File: config.mk
export PLATFORM = sky130hd
export DESIGN_NAME = lch_gsw2cl_gearbox
export DESIGN_NICKNAME = d
export VERILOG_FILES = /design/src/rtl/lch_gsw2cl_gearbox_pkg.sv /design/src/rtl/lch_gsw2cl_gearbox.sv
export SDC_FILE = /design/constraint.sdc
export NUM_CORES = 1
export LEC_CHECK = 0
export ABC_AREA = 1
export CORE_MARGIN = 2
export CORE_UTILIZATION = 40
export CTS_CLUSTER_SIZE = 40
export DETAILED_ROUTE_END_ITERATION = 16
export SYNTH_ARGS = -nofsm -noshare
export SYNTH_HDL_FRONTEND = slang
export SYNTH_SLANG_ARGS = --single-unit
export TNS_END_PERCENT = 100
File: constraint.sdc
create_clock -name clk -period 2.7 [get_ports clk]
set_input_delay 0.54 -clock clk [delete_from_list [all_inputs] [get_ports clk]]
set_output_delay 0.54 -clock clk [all_outputs]
set_load 0.02 [all_outputs]
File: src/rtl/lch_gsw2cl_gearbox_pkg.sv
// Shared widths and FSM encoding for the switch-to-cluster return gearbox.
package lch_gsw2cl_gearbox_pkg;

  localparam int LCH_GSWDATWID = 3;
  localparam int COM_CLDATWID  = 2;

  typedef enum logic {
    LCH_CL_FILL  = 1'b0,
    LCH_CL_DRAIN = 1'b1
  } lch_cl_state_e;

endpackage

File: src/rtl/lch_gsw2cl_gearbox.sv
// Repacks switch words LSB-first into cluster beats through a bit accumulator.
// Frames end with a last flag; a short tail beat is zero-padded.
module lch_gsw2cl_gearbox
  import lch_gsw2cl_gearbox_pkg::*;
#(
  parameter int IN_W  = LCH_GSWDATWID,
  parameter int OUT_W = COM_CLDATWID,
  parameter int ACC_W = 2 * IN_W,
  parameter int CNT_W = $clog2(ACC_W + 1)
) (
  input  logic             clk,
  input  logic             reset_l,
  input  logic             sw_valid,
  output logic             sw_ready,
  input  logic [IN_W-1:0]  sw_data,
  input  logic             sw_last,
  output logic             cl_valid,
  input  logic             cl_ready,
  output logic [OUT_W-1:0] cl_data,
  output logic             cl_last,
  output logic             busy
);

  localparam logic [CNT_W:0] IN_C  = (CNT_W + 1)'(IN_W);
  localparam logic [CNT_W:0] OUT_C = (CNT_W + 1)'(OUT_W);
  localparam logic [CNT_W:0] ACC_C = (CNT_W + 1)'(ACC_W);

  if (ACC_W < IN_W + OUT_W) begin : g_acc_too_small
    $error("lch_gsw2cl_gearbox: ACC_W must be at least IN_W + OUT_W");
  end

  logic [ACC_W-1:0] acc, acc_pop, acc_nxt;
  logic [CNT_W-1:0] cnt;
  logic [CNT_W:0]   cnt_e, cnt_pop, cnt_nxt;
  lch_cl_state_e    state, state_nxt;
  logic             push, pop;

  assign cnt_e = {1'b0, cnt};
  assign pop   = cl_valid && cl_ready;
  assign push  = sw_valid && sw_ready;

  // Pop first, then merge the incoming word above the surviving bits.
  always_comb begin
    acc_pop   = acc;
    cnt_pop   = cnt_e;
    state_nxt = state;
    if (pop) begin
      acc_pop = acc >> OUT_W;
      cnt_pop = (cnt_e >= OUT_C) ? (cnt_e - OUT_C) : '0;
    end
    acc_nxt = acc_pop;
    cnt_nxt = cnt_pop;
    if (push) begin
      acc_nxt = acc_pop | (ACC_W'(sw_data) << cnt_pop);
      cnt_nxt = cnt_pop + IN_C;
    end
    if (push && sw_last) begin
      state_nxt = LCH_CL_DRAIN;
    end else if (pop && cl_last) begin
      state_nxt = LCH_CL_FILL;
    end
  end

  // Outputs are decoded from the next register values so they leave the block registered.
  always_ff @(posedge clk or negedge reset_l) begin
    if (!reset_l) begin
      acc      <= '0;
      cnt      <= '0;
      state    <= LCH_CL_FILL;
      sw_ready <= 1'b1;
      cl_valid <= 1'b0;
      cl_data  <= '0;
      cl_last  <= 1'b0;
      busy     <= 1'b0;
    end else begin
      acc      <= acc_nxt;
      cnt      <= cnt_nxt[CNT_W-1:0];
      state    <= state_nxt;
      sw_ready <= (state_nxt == LCH_CL_FILL) && ((cnt_nxt + IN_C) <= ACC_C);
      cl_valid <= (cnt_nxt >= OUT_C) || ((state_nxt == LCH_CL_DRAIN) && (cnt_nxt != '0));
      cl_data  <= acc_nxt[OUT_W-1:0];
      cl_last  <= (state_nxt == LCH_CL_DRAIN) && (cnt_nxt <= OUT_C) && (cnt_nxt != '0);
      busy     <= (cnt_nxt != '0) || (state_nxt == LCH_CL_DRAIN);
    end
  end

  // A stalled source must keep its word steady until it is taken.
  a_sw_data_stable: assert property (@(posedge clk) disable iff (!reset_l)
    (sw_valid && !sw_ready) |=> (!sw_valid || $stable(sw_data)));

endmodule
### Word level (Yosys, flattened, before mapping)

Index checks and enable logic that the tools add are counted.

| word-level totals | value |
|---|---|
| input port bits | 8 |
| word-level logic and storage cells | 36 |
| bits in registers | 16 |

| cells by class | value |
|---|---|
| order comparisons | 4 |
| add/subtract/negate cells | 3 |
| shift-type cells | 1 |
| bitwise logic cells | 2 |
| reductions and logical operators | 11 |
| multiplexer cells | 7 |

Operators by type and width:

| cell | count |
|---|---|
| 4-bit two-way mux | 3 |
| 6-bit two-way mux | 2 |
| 4-bit by 2-bit adder with 4-bit output (second input constant) | 2 |
| 1-bit logical AND | 8 |
| 6-bit bitwise OR | 1 |
| 3-bit by 4-bit left shift with 6-bit output | 1 |
| 4-bit by 2-bit greater-or-equal comparator with 1-bit output (second input constant) | 1 |
| 4-bit by 2-bit <= comparator with 1-bit output (second input constant) | 1 |
| 4-bit by 3-bit <= comparator with 1-bit output (second input constant) | 1 |
| 4-bit nonzero test | 1 |
| 3-bit by 2-bit subtractor with 4-bit output (second input constant) | 1 |
| 3-bit by 2-bit greater-or-equal comparator with 1-bit output (second input constant) | 1 |
| 1-bit logical OR | 2 |
| 1-bit two-way mux | 2 |
| 1-bit NOT | 1 |

### Logic depth before layout (Yosys ltp)

Gate-level depths: netlist (run 1).

| depth | value |
|---|---|
| word-level depth | 8 |
| depth in mapped cells | 14 |
| depth with buffers taken out | 14 |

### Least setup slack after synthesis (run 1)

Ideal clock, no wire load.

| path | value |
|---|---|
| path type | input to register |
| from | input port cl_ready |
| to | register cl_valid |
| stages on the path | 10 |
| arrival time | 1.656 ns |
| buffers on the path | 1 |
| path slack | 0.907 ns |
| library setup time | 0.138 ns |
| cells stage by stage | nand2_2 > buf_6 > o21a_1 > nand2_1 > nand2_1 > inv_1 > ha_1 > inv_1 > o21ai_1 > nand4_1 |

| on the way | value |
|---|---|
| cells in the longest elaborated chain, start to end | 7 |
| elaborated cells on any way between the ends | 11 |
| classes of those cells | 1 x add/sub; 1 x order compare; 4 x mux; 5 x reduce/logical |

RTL lines:

| what | line | source |
|---|---|---|
| start: declaration | lch_gsw2cl_gearbox.sv:18 | `input logic cl_ready,` |
| 1-bit logical AND (*) | lch_gsw2cl_gearbox.sv:39 | `assign pop = cl_valid && cl_ready;` |
| 4-bit two-way mux (*) | lch_gsw2cl_gearbox.sv:47 | `if (pop) begin` |
| 4-bit by 2-bit adder with 4-bit output | lch_gsw2cl_gearbox.sv:55 | `cnt_nxt = cnt_pop + IN_C;` |
| 4-bit two-way mux (*) | lch_gsw2cl_gearbox.sv:53 | `if (push) begin` |
| named net cnt_nxt[0] | lch_gsw2cl_gearbox.sv:34 | `logic [CNT_W:0] cnt_e, cnt_pop, cnt_nxt;` |
| parallel branches: the longest is 2 deep, another holds 4-bit by 2-bit greater-or-equal comparator with 1-bit output | n/a |  |
| 1-bit logical OR (*) | lch_gsw2cl_gearbox.sv:80 | `cl_valid <= (cnt_nxt >= OUT_C) \|\| ((state_nxt == LCH_CL_DRAIN) && (cnt_nxt != '0));` |
| end signal: assignment | lch_gsw2cl_gearbox.sv:80 |  |
| end: declaration | lch_gsw2cl_gearbox.sv:17 | `output logic cl_valid,` |

Mark *: on every way through the listed nets, which the timed path passes.

### Worst setup path after layout (run 1)

Same ends and word-level chain as after synthesis.

==> flow_metrics.env, run 1 <==
export IMPL_criticalPathCategory="in -> reg"
export IMPL_fp_dieH_um=50.4
export IMPL_worstPathCellList="clkdlybuf4s50_1 -> nand2_2 -> inv_1 -> nand2_1 -> nand2_4 -> inv_2 -> nand2_1 -> o21ai_2 -> inv_2 -> ha_1 -> inv_1 -> o21ai_1 -> nand4_1"
export IMPL_fp_dieArea_mm2=0.00254
export IMPL_busiest_layer="met2"
export IMPL_path_delay_family="buffers and inverters"
export IMPL_dp_cells=150
export IMPL_peakVddDrop_mv=0.488
export IMPL_worstPathRequired_ns=2.85
export IMPL_grt_pass1_vias=650
export IMPL_gp_congestion=0.806
export IMPL_drcViolationCount=0
export IMPL_drive_above_1_share_pct=19.7
export IMPL_insertedDiodeCount=0
export IMPL_fin_setup_tns_ns=0
export IMPL_syn_inst=110
export IMPL_dp_slack_ns=0.158
export IMPL_slowest_delay_ns=0.47
export IMPL_cts_tree="done"
export IMPL_place_hpwl_um=1320
export IMPL_cts_buffers=3
export IMPL_drt_initial_drc_count=13
export IMPL_path_buf_inv=5
export IMPL_htreeDepth=1
export IMPL_hold_path_startpoint="acc[2]"
export IMPL_ant_nets=0
export IMPL_vias=750
export IMPL_fin_crit_ns=2.25
export IMPL_grt_max_degree=15
export IMPL_outcome="completed"
export IMPL_finClkSkew_ns=0.000700
export IMPL_worst_pin_slew_ns=0.644
export IMPL_timing_rr_end="cl_valid"
export IMPL_cts_sinks=14
export IMPL_finalPower_mw=1.18
export IMPL_root_buffer="clkbuf_4"
export IMPL_r2r_start="cl_valid"
export IMPL_holdPathStages=2
export IMPL_grt_ovfl_total=0
export IMPL_die_w_um=50.4
export IMPL_rsz0062_at_grt="false"
export IMPL_endpoint_kind="flop"
export IMPL_layout_setup_ws_ns=0.454
export IMPL_clkTransAtPathRegs_ns=0.08
export IMPL_clock_latency_ns=0.27
export IMPL_grt_met1_usage_pct=18.8
export IMPL_grt_usage_pct=14.5
export IMPL_layout_common_cells="nand2_1, dfrtp_1, clkdlybuf4s50_1"
export IMPL_cts_resized=0
export IMPL_cts_hold_buf=0
export IMPL_hp_class="reg -> reg"
export IMPL_synth_warnings=0
export IMPL_grt_pass1_wl_um=2750
export IMPL_crit_start="cl_ready"
export IMPL_worstRegToRegCells=12
export IMPL_setup_viol=0
export IMPL_slew_viol_final=0
export IMPL_cp_arrival_ns=2.40
export IMPL_detail_route_vias_per_cell=4.87
export IMPL_hold_viol_final=0
export IMPL_seq_area_um2=352
export IMPL_timing_fmax_mhz=445
export IMPL_antenna_found_initial=0
export IMPL_crit_path_top_delay_cell="clkdlybuf4s50_1"
export IMPL_io_pins=14
export IMPL_maxCapViolCount=0
export IMPL_wl_per_cell_um=10.6
export IMPL_layout_commonest_cell="nand2_1"
export IMPL_yosysUniqueCellTypes=24
export IMPL_crit_fanout=13
export IMPL_met2_usage_pct=22.6
export IMPL_grt_util_met3_pct=2.68
export IMPL_first_pass_iters=4
export IMPL_start_util_pct=43.0
export IMPL_worst_r2r_setup_slack_ns=0.81
export IMPL_synthToLayoutAreaGrowth_pct=22.8
export IMPL_fin_crit_sh_pct=83.2
export IMPL_multiInputGateArea_um2=427
export IMPL_p_leak_nw=0.519
export IMPL_relSlewSlack_pct=56.9
export IMPL_syn_area_um2=861
export IMPL_synth_avg_cell_area_um2=7.83
export IMPL_seq_area_frac_synth_pct=40.8
export IMPL_totalWireLength_um=1630
export IMPL_io_buffers=13
export IMPL_p_per_area_mw_per_mm2=1110
export IMPL_worst_hold_path_endpoint="acc[0]"
export IMPL_fin_cells=154
export IMPL_worstSetupStartpointType="primary input"
export IMPL_fillCellCount=203
export IMPL_layout_nets=139
export IMPL_clockBufferDepth=2
export IMPL_post_cts_buffers=0
export IMPL_syn_nets=121
export IMPL_core_mm2=0.00200
export IMPL_rows=16
export IMPL_ys_ff_latch=14
[power breakdown]
group	switching, mW	leakage, nW	total, mW	internal, mW
combinational	0.416	0.328	0.682	0.266
sequential	0.0461	0.170	0.345	0.299
clock	0.0668	0.0210	0.149	0.0819
total	0.529	0.519	1.18	0.647
[worst register-to-register path, stage by stage (launching register included)]
cell and delay (ns):
dfrtp_1 0.37, nand2_2 0.19, inv_1 0.17, nand2_1 0.12, nand2_4 0.11, inv_2 0.06
nand2_1 0.07, o21ai_2 0.06, inv_2 0.06, ha_1 0.18, inv_1 0.06, o21ai_1 0.20
nand4_1 0.11
[cell families after synthesis]
kind of cell / synth area share, %
compound gates: 10.5
buf+inv: 9.59
fa+ha+maj: 4.36
flops: 40.8
simple gates: 34.7
[routing by layer]
| layer | share of wire (%) | wire (µm) | up-vias |
|---|---|---|---|
| met2 | 47 | 765 | 17 |
| li1 | - | - | 391 |
| met5 | 0 | 0 | - |
| met1 | 48 | 782 | 340 |
| met4 | 1.2 | 19 | 0 |
| met3 | 3.8 | 62 | 2 |
[cells in the mapped netlist]
cell       instances  share of area [%]
nand2_1           36                 16
dfrtp_1           13                 38
inv_1             11                4.8
nand3_1           11                6.4
inv_2              4                1.7
nand2_2            4                2.9
ha_1               3                4.4
nand2_4            3                3.9
nor2_1             3                1.3
o211ai_1           3                2.6
o21ai_0            3                1.7
buf_4              2                1.7
nand4_1            2                1.5
o21ai_2            2                2.0
a21oi_1            1               0.58
a21oi_2            1                1.0
buf_6              1                1.3
dfstp_2            1                3.1
nand3_2            1                1.2
nor2_2             1               0.73
nor3_2             1                1.2
o2111ai_1          1                1.0
o21a_1             1               0.87
o21ai_1            1               0.58
[sequential cells by signal (all words and copies together) (netlist names)]
name,cells
cl_last,1
acc,6
busy,1
cnt,3
state,1
sw_ready,1
cl_valid,1
[worst max path at each step]
| stage | to | slack (ns) | cells past startpoint |
|---|---|---|---|
| 5_1_grt | cl_valid | 0.35 | 13 |
| 4_1_cts | cl_valid | 0.46 | 13 |
| 2_1_floorplan | cl_valid | 0.91 | 10 |
| 3_3_place_gp | cl_valid | 0.19 | 13 |
| 3_5_place_dp | cl_valid | 0.16 | 13 |
| 6_report | cl_valid | 0.45 | 13 |
[metrics by stage]
| step | hold WS, ns | area (µm²) | utilization, % |
|---|---|---|---|
| global route | 0.535 | 1060 | 52.8 |
| detailed placement | 0.491 | 1020 | 51.0 |
| finish | 0.506 | 1060 | 52.8 |
| CTS | 0.514 | 1060 | 52.8 |
| floorplan | 0.244 | 861 | - |
| global placement | 0.483 | 1020 | 51.0 |
[final cells by class]
cell class	count	share of cell area, %
sequential	14	33.3
tap	27	3.20
inverter	15	5.33
multi-input combinational	78	40.4
clock buffer	4	3.43
timing repair buffer	16	14.4
(Power assumes the default switching activity.)
==> run 2: changes to the inputs <==
PLACE_DENSITY = 0.65   (was not set)
clock period = 1.8 ns   (was 2.7 ns; I/O delays follow)
==> run 2 against run 1 <==
Non-clock buffer count increased by 17. Worst hold slack got worse by 0.12 ns. Count of clock-buffer cells in the layout unchanged. Wire length increased by 14%. Core utilization increased by 7.7 points. Combinational power increased by 88%. Critical path type is now reg -> out. Largest power group unchanged.
==> flow_metrics.env, run 2 (same netlist as run 1, synthesis figures left out) <==
export IMPL_worstPathRequired_ns=1.44
export IMPL_dp_cells=166
export IMPL_hold_viol_final=0
export IMPL_drt_initial_drc_count=13
export IMPL_seq_area_um2=352
export IMPL_grt_pass1_wl_um=3280
export IMPL_grt_max_degree=15
export IMPL_setup_viol=0
export IMPL_insertedDiodeCount=0
export IMPL_peakVddDrop_mv=0.992
export IMPL_slew_viol_final=0
export IMPL_wl_per_cell_um=10.9
export IMPL_fp_dieH_um=50.4
export IMPL_drcViolationCount=0
export IMPL_pwr_share_clk_pct=11.0
export IMPL_power_switching_uw=881
export IMPL_hp_class="in -> async"
export IMPL_layout_setup_ws_ns=0.118
export IMPL_crit_fanout=2
export IMPL_criticalPathCategory="reg -> out"
export IMPL_worstSetupStartpointType="flop"
export IMPL_p_per_area_mw_per_mm2=1680
export IMPL_worstPathCellList="clkdlybuf4s50_1"
export IMPL_outcome="completed"
export IMPL_gp_congestion=0.820
export IMPL_io_pins=14
export IMPL_clockBufferDepth=2
export IMPL_path_delay_family="buffers and inverters"
export IMPL_grt_pass1_vias=800
export IMPL_core_mm2=0.00200
export IMPL_p_comb_share_pct=63.1
export IMPL_fin_crit_sh_pct=93.5
export IMPL_timing_fmax_mhz=594
export IMPL_dp_slack_ns=-0.315
export IMPL_endpoint_kind="output port"
export IMPL_root_buffer="clkbuf_4"
export IMPL_grt_ovfl_total=0
export IMPL_synthToLayoutAreaGrowth_pct=40.7
export IMPL_fillCellCount=179
export IMPL_cts_sinks=14
export IMPL_crit_path_top_delay_cell="clkdlybuf4s50_1"
export IMPL_cts_tree="done"
export IMPL_top_regs="acc (6), cnt (3)"
export IMPL_worst_r2r_setup_slack_ns=0.13
export IMPL_totalWireLength_um=1860
export IMPL_dpl_cell_area_mm2=0.00114
export IMPL_whs_ns=0.386
export IMPL_largest_reg_flops=6
export IMPL_regMostFlops="acc"
export IMPL_clkTransAtPathRegs_ns=0.09
export IMPL_seqPwrFrac_pct=25.9
export IMPL_fin_crit_ns=1.68
export IMPL_htreeDepth=1
export IMPL_place_hpwl_um=1510
export IMPL_fp_dieArea_mm2=0.00254
export IMPL_antenna_found_initial=0
export IMPL_internal_power_mw=1.15
export IMPL_cp_arrival_ns=1.32
export IMPL_cts_hold_buf=0
export IMPL_worst_pin_slew_ns=0.233
export IMPL_die_w_um=50.4
export IMPL_slowest_delay_ns=0.63
export IMPL_stdcell_area_mm2=0.00121
export IMPL_grt_usage_pct=17.3
export IMPL_layout_nets=156
export IMPL_clock_latency_ns=0.28
export IMPL_finalPower_mw=2.04
export IMPL_vias=797
export IMPL_fin_cells=171
export IMPL_rows=16
export IMPL_start_util_pct=43.0
export IMPL_finClkSkew_ns=0.00585
export IMPL_relSlewSlack_pct=84.5
export IMPL_sw_frac_of_total_pct=43.3
export IMPL_cts_buffers=3
export IMPL_p_leak_nw=0.616
export IMPL_multiInputGateArea_um2=448
export IMPL_ant_nets=0
export IMPL_path_buf_inv=1
export IMPL_maxCapViolCount=0
export IMPL_layout_commonest_cell="nand2_1"
export IMPL_detail_route_vias_per_cell=4.66
export IMPL_layout_common_cells="nand2_1, buf_4, dfrtp_1"
export IMPL_io_buffers=13
export IMPL_first_pass_iters=4
export IMPL_drive_above_1_share_pct=31.9
run 2: cell type report:
class | instances | area share, %
sequential | 14 | 29.0
tap | 27 | 2.79
clock buffer | 4 | 3.00
timing repair buffer | 33 | 23.6
multi-input combinational | 78 | 37.0
inverter | 15 | 4.65
run 2: what timing repair did:
item / 4_1_cts / 5_1_grt
setup endpoints to repair: 2 / 4
gates resized for setup: 2 / 7
pin swaps: 1 / 2
setup buffers: 0 / 1
cloned: 0 / 0
run 2: worst paths after layout:
path / endpoint / depth (start not counted) / startpoint
max: cl_valid / 1 / cl_valid
min: acc[0] / 2 / reset_l
max reg2reg: sw_ready / 13 / cl_valid
min reg2reg: acc[0] / 2 / acc[0]
max in group asynchronous: sw_ready / 2 / reset_l
min in group clk: acc[0] / 2 / acc[0]
run 2: per-stage QoR:
stage	TNS [ns]	util (%)
floorplan	0	-
global placement	-1.20	57.0
detailed placement	-1.53	57.0
CTS	-0.00990	58.9
global route	-0.00783	60.5
finish	0	60.5
run 2: power by group through the flow:
stage	clock network, mW	registers (mW)	logic, mW
final	0.224	0.527	1.28
after global routing	0.251	0.542	1.45
after CTS	0.234	0.522	1.25
after detailed placement	0	0.528	1.25
after global placement	0	0.523	1.22
after floorplan	0	0.548	0.743
run 2: routing by layer:
metal,track usage [%],wire length [µm]
met1,19.2,829
met2,31.8,971
met3,2.68,36
met4,8.11,25
met5,0,0
